===== src/rtl/display_pkg.sv =====
// Shared display constants for the seven-segment digit path.
// Define TWO_DIGIT_COUNTER_BCD_EN for decimal digits; hex otherwise.
package display_pkg;

  localparam int DIGIT_W = 4;

  localparam logic [DIGIT_W-1:0] DIGIT_MAX_HEX = 4'hF;
  localparam logic [DIGIT_W-1:0] DIGIT_MAX_BCD = 4'd9;

`ifdef TWO_DIGIT_COUNTER_BCD_EN
  localparam logic [DIGIT_W-1:0] DIGIT_MAX = DIGIT_MAX_BCD;
`else
  localparam logic [DIGIT_W-1:0] DIGIT_MAX = DIGIT_MAX_HEX;
`endif

endpackage


===== src/rtl/digit_counter.sv =====
// One up/down display digit that wraps at DIGIT_MAX.
// carry/borrow are combinational and only assert while en is high.
module digit_counter
  import display_pkg::*;
(
  input  logic               i_clk,
  input  logic               i_rst_n,
  input  logic               clear,
  input  logic               en,
  input  logic               up,
  output logic [DIGIT_W-1:0] digit,
  output logic               carry,
  output logic               borrow
);

  logic atMax;
  logic atMin;

  assign atMax  = (digit == DIGIT_MAX);
  assign atMin  = (digit == '0);
  assign carry  = en & up & atMax;
  assign borrow = en & ~up & atMin;

  always_ff @(posedge i_clk or negedge i_rst_n) begin
    if (!i_rst_n) begin
      digit <= '0;
    end else if (clear) begin
      digit <= '0;
    end else if (en) begin
      if (up)
        digit <= atMax ? '0 : digit + DIGIT_W'(1);
      else
        digit <= atMin ? DIGIT_MAX : digit - DIGIT_W'(1);
    end
  end

endmodule


===== src/rtl/two_digit_counter.sv =====
// Two-digit up/down counter with prescaled tick, step and clear.
// Define TWO_DIGIT_COUNTER_BCD_EN for 00..99, hex 00..FF otherwise.
module two_digit_counter
  import display_pkg::*;
#(
  parameter int TICK_DIV = 25_000_000
) (
  input  logic               i_clk,
  input  logic               i_rst_n,
  input  logic               i_enable,
  input  logic               i_up,
  input  logic               i_step,
  input  logic               i_clear,
  output logic [DIGIT_W-1:0] o_digit_lo,
  output logic [DIGIT_W-1:0] o_digit_hi,
  output logic               o_tick,
  output logic               o_wrap
);

  localparam int PW = (TICK_DIV > 1) ? $clog2(TICK_DIV) : 1;
  localparam logic [PW-1:0] LAST = PW'(TICK_DIV - 1);

  logic [PW-1:0] presCnt;
  logic          tickReq;
  logic          countEv;
  logic          loCarry;
  logic          loBorrow;
  logic          hiCarry;
  logic          hiBorrow;

  assign tickReq = i_enable && (presCnt == LAST);
  assign countEv = tickReq | i_step;

  always_ff @(posedge i_clk or negedge i_rst_n) begin
    if (!i_rst_n) begin
      presCnt <= '0;
    end else if (i_clear) begin
      presCnt <= '0;
    end else if (i_enable) begin
      presCnt <= tickReq ? '0 : presCnt + PW'(1);
    end
  end

  digit_counter uLo (
    .i_clk   (i_clk),
    .i_rst_n (i_rst_n),
    .clear   (i_clear),
    .en      (countEv),
    .up      (i_up),
    .digit   (o_digit_lo),
    .carry   (loCarry),
    .borrow  (loBorrow)
  );

  digit_counter uHi (
    .i_clk   (i_clk),
    .i_rst_n (i_rst_n),
    .clear   (i_clear),
    .en      (loCarry | loBorrow),
    .up      (i_up),
    .digit   (o_digit_hi),
    .carry   (hiCarry),
    .borrow  (hiBorrow)
  );

  // hi only carries/borrows when lo did, so this is the AND of both
  always_ff @(posedge i_clk or negedge i_rst_n) begin
    if (!i_rst_n) begin
      o_tick <= 1'b0;
      o_wrap <= 1'b0;
    end else begin
      o_tick <= tickReq & ~i_clear;
      o_wrap <= (hiCarry | hiBorrow) & ~i_clear;
    end
  end

endmodule


===== config.mk =====
export PLATFORM = sky130hd
export DESIGN_NAME = two_digit_counter
export DESIGN_NICKNAME = d
export VERILOG_FILES = /design/src/rtl/display_pkg.sv /design/src/rtl/digit_counter.sv /design/src/rtl/two_digit_counter.sv
export SDC_FILE = /design/constraint.sdc
export NUM_CORES = 1
export LEC_CHECK = 0
export CORE_ASPECT_RATIO = 0.75
export CORE_UTILIZATION = 60
export CTS_CLUSTER_DIAMETER = 120
export DETAILED_ROUTE_END_ITERATION = 10
export PLACE_DENSITY = 0.82
export SLEW_MARGIN = 10
export SYNTH_ARGS = -nofsm -noshare
export SYNTH_HDL_FRONTEND = slang
export SYNTH_HIERARCHICAL = 1
export SYNTH_SLANG_ARGS = --single-unit

===== constraint.sdc =====
create_clock -name i_clk -period 7.95 [get_ports i_clk]
set_input_delay 1.9875 -clock i_clk [delete_from_list [all_inputs] [get_ports i_clk]]
set_output_delay 1.9875 -clock i_clk [all_outputs]
set_load 0.02 [all_outputs]

==> out/results.txt <==
The flow ran to the end, and the final reports show no timing, DRC or antenna violations. In this run the vertical extent of the chip is 53.75 um. The worst setup path is captured at a register.

By area, the combinational part of the netlist is dominated by simple AND/OR/NAND/NOR gates. The H-tree was split into 2 levels. Number of slew-limit violations in the final report: 0. Entering global routing, the biggest net connects 36 pins. For this block, the via count after detailed routing is 1795. For the pin with the worst max-slew slack, the measured transition is 858.4 ps. The launch instance of the worst register-to-register path was presCnt[6]. At the placement stage, the worst setup path has a slack of 2401 ps. Pin placement for this block handled 16 I/O pins. After synthesis, the cell types taking the most area are sky130_fd_sc_hd__dfrtp_1 41%, sky130_fd_sc_hd__nor2_1 6.1%, sky130_fd_sc_hd__xor2_1 5.7%. Of all cell types, the one taking the most synthesized area is sky130_fd_sc_hd__dfrtp_1.

Counting tap cells, the placed design contains a total of 280 instances. The routed design could run at a clock period as short as 5263 ps. The share of async-settable or async-resettable flops after synthesis was 100.0%; the number of iterations in the first detailed-routing pass was 6. The synthesized netlist devotes 10.86% of its cell area to compound gates. The port buffer count was 15; the number of cells on the worst reg-to-reg path was 10.

The global-route usage over all layers is 26.52%, and the endpoint required time on the critical path is 8140 ps. Clock tree root buffer cell: sky130_fd_sc_hd__clkbuf_8. The top cell type's share of synthesized area is 40.89%, and the number of resized instances in the post-cts repair step is 0. The clock drives 35 sinks. The detailed-placement wirelength estimate is 3.062 mm.

In the routed layout, each cell is associated on average with a via count of 6.276. After detailed routing, the average wire length per cell comes to 15.17 um. The number of antenna violations at the first check in global routing is 0, and the worst hold path depth is 2. In the final design database the tool counted 258 nets. The hold buffer count at cts is 0. The area growth from synthesis to layout is 12.32%. The endpoint of the lowest-slack register-to-register path was uHi/digit[3]. The count of max-cap constraint violations was 0. 0 antenna diodes ended up in the layout. The data arrival time of the critical path was 5460 ps.

Setup violations remaining at the end of the flow were counted as 0. In this run, synthesis inferred 0 flip-flops with an integrated enable. Counting along the longest clock path gives a buffer depth of 2.

The peak fanout along the critical path is 20. The overall overflow remaining after global route is 0, and the weighted congestion reported at the end of routability-driven placement is 0.9027. The critical path goes through clkdlybuf4s50_1, clkinv_1, or4b_4, nand2b_1, nand2b_4, nor4b_2, or2_2, nand2b_4, or4_1, a31oi_1. Summed over all layers, the routed wires come to 4.338 mm.

Global-route wire length before repair: 7.452 mm. The fraction of final layout cells sized beyond drive strength 1 came out at 9.756%. The logs give 50 for the number of distinct standard cells referenced by the synthesized netlist and 18 for the floorplan row count. Once routing completed, OpenROAD measured the worst setup slack at 2687 ps.

For this design the ratio of total power to cell area is 150.7 nW/um^2. Register area share after synthesis: 40.89%. Worst hold path startpoint: presCnt[14].

Counting the buffers created by CTS gives 5. Across the routed clock network, the largest skew measured is 3.359 ps. After the first detailed-routing iteration, the DRC count stood at 153. Synthesis inferred 35 register bits. After technology mapping, the gate count stands at 228. The most used flip-flop cell after synthesis is sky130_fd_sc_hd__dfrtp_1. The worst path uses 66.20% of the clock period.

The tools report the count of warnings emitted by yosys as 6. The number of standard cells in the final layout excluding fillers was 286; the relative contribution of the clock network to total power was 32.2%. For this run, design rule violations remaining after detail routing come to 0. After clock tree synthesis, the clock-pin slew on the worst setup and hold paths is 60 ps. The initial standard-cell utilization of the core is 63.83%.

In this run, the combinational gates consume 15.0% of the power. The number of buffers inserted by post-CTS setup repair was 0; the tightest slew margin relative to the limit was 42.60%. The synthesized area divided by synthesized cell count was 9.395 sq um.

In the final timing run, aggregate negative setup slack is 0 ps. The run gives 1585 as the number of global-route vias before repair. Among the stages of the critical path, the cell type that occurs most often is sky130_fd_sc_hd__nand2b_4. For flop-to-flop paths, the worst setup slack is 4800 ps. The post-synthesis adder-cell area fraction works out to 2.921%. STA classifies the critical path startpoint as an input pin. The standard cell core area is 3356 sq um, and the total die area is 3816 sq um.

Net switching is 26.94% of the power. The residual antenna-violating net count after detailed routing is 0. For hold timing, the worst endpoint is presCnt[14]. Once layout is complete, the utilization of the core stands at 71.70%. The peak supply drop is 0.0001295 V. The net switching power is 0.09768 mW.

The share of total power dissipated in sequential elements is 52.8%. For this design the static power due to leakage is 1.029 nW. Of the total synthesized cell area, the portion taken by AND, OR, NAND and NOR gates is 33.76%. Setup repair after global routing left no endpoint under its margin. Die boundary width: 71.00 um. Type of the most critical hold path: register to register. Number of nets in the synthesized netlist: 239. The final-report hold violation count came out at 0. The slowest stage of the critical path is the sky130_fd_sc_hd__clkdlybuf4s50_1 cell.

The latest clock arrival within the worst-skew pair came out at 290 ps. The post-synthesis mux area share was 1.460%. The internal power contribution was 0.2649 mW. The run gives 2142 sq um as the total standard cell area after synthesis. The critical path in this run is classified as input pin to register.

The synthesized netlist devotes 7.769% of its cell area to XOR and XNOR gates. Static timing analysis puts the maximum clock frequency at 190.0 MHz. The delay of the slowest cell on the worst path is 900 ps. TritonCTS built the clock tree.
-- layout make-up --
class / count / area, sq um
Clock buffer: 6 / 72.57
Fill cell: 262 / 949.7
Inverter: 9 / 33.78
Multi-Input combinational cell: 180 / 1216
Sequential cell: 35 / 875.8
Tap cell: 40 / 50.05
Timing Repair Buffer: 16 / 157.7
-- sequential cells by signal (all words and copies together) (netlist names) --
register / count
o_tick: 1
o_wrap: 1
presCnt: 25
uHi/digit: 4
uLo/digit: 4
-- per-stage QoR --
stage / area, sq um / total power [mW] / hold slack (ps)
final: 2406 / 0.3626 / 565.1
after global placement: 2333 / 0.2480 / 545.4
after detailed placement: 2333 / 0.2486 / 548.9
after global routing: 2406 / 0.3789 / 588.5
after floorplan: 2142 / 0.2257 / 517.6
after CTS: 2406 / 0.3648 / 562.5
-- worst max path at each step --
stage                     startpoint            to  slack, ps  depth (start not counted)
after floorplan             i_enable  uHi/digit[3]       3800                          9
after global placement      i_enable  uHi/digit[3]       2510                         10
after detailed placement    i_enable  uHi/digit[3]       2400                         10
after CTS                   i_enable  uHi/digit[3]       2700                         10
after global routing        i_enable  uHi/digit[3]       2440                         10
final                       i_enable  uHi/digit[3]       2690                         10
-- layout by cell type (no fill, tap or decap), drive strengths merged, types with 6 or more instances in the layout --
cell type	instances
and3	6
nand3	8
nand4	15
o21ai	8
xor2	14
a21oi	9
inv	8
nand2	17
or4	8
clkdlybuf4s50	15
dfrtp	35
clkbuf	6
nor2	35
-- power groups by stage --
stage	registers [mW]	logic [mW]	clock network, mW
2_1_floorplan	0.198	0.0279	0
5_1_grt	0.193	0.0604	0.126
4_1_cts	0.191	0.0543	0.119
6_report	0.192	0.0542	0.117
3_5_place_dp	0.195	0.0540	0
3_3_place_gp	0.194	0.0536	0
-- cell usage after synthesis (all sizes together), types with 3 or more instances --
| master | count |
|---|---|
| dfrtp | 35 |
| a211oi | 4 |
| o21ai | 8 |
| and3 | 6 |
| nor3 | 5 |
| xor2 | 14 |
| a21oi | 9 |
| nand2 | 17 |
| nand3 | 8 |
| xnor2 | 5 |
| nor4 | 3 |
| nand2b | 3 |
| o2111ai | 3 |
| or4 | 8 |
| inv | 8 |
| a31oi | 4 |
| ha | 5 |
| nor2 | 35 |
| nor4b | 5 |
| nor2b | 3 |
| nand4 | 15 |
-- worst max-delay path, delay by kind of cell --
kind,cells,cell delay (ps)
buffers and inverters,2,1340
AND/OR/NAND/NOR,7,1940
AO/OA/AOI/OAI,1,170
-- cell families (layout without fill, tap and decap cells) --
group / after synthesis / count (layout)
flip-flops: 35 / 35
buffers and inverters: 13 / 31
multiplexers: 3 / 3
XOR/XNOR: 19 / 19
adder cells (fa/ha/maj): 5 / 5
AO/OA/AOI/OAI: 35 / 35
AND/OR/NAND/NOR: 118 / 118
-- layer usage --
layer	vias to the layer above	GRT usage (%)	part of all wire, %
li1	873	-	-
met3	7	9.176	7.2
met1	852	36.94	50
met4	0	9.333	1.8
met2	63	38.62	41
met5	-	0	0
Note: power is estimated with default switching activity, not from simulation.
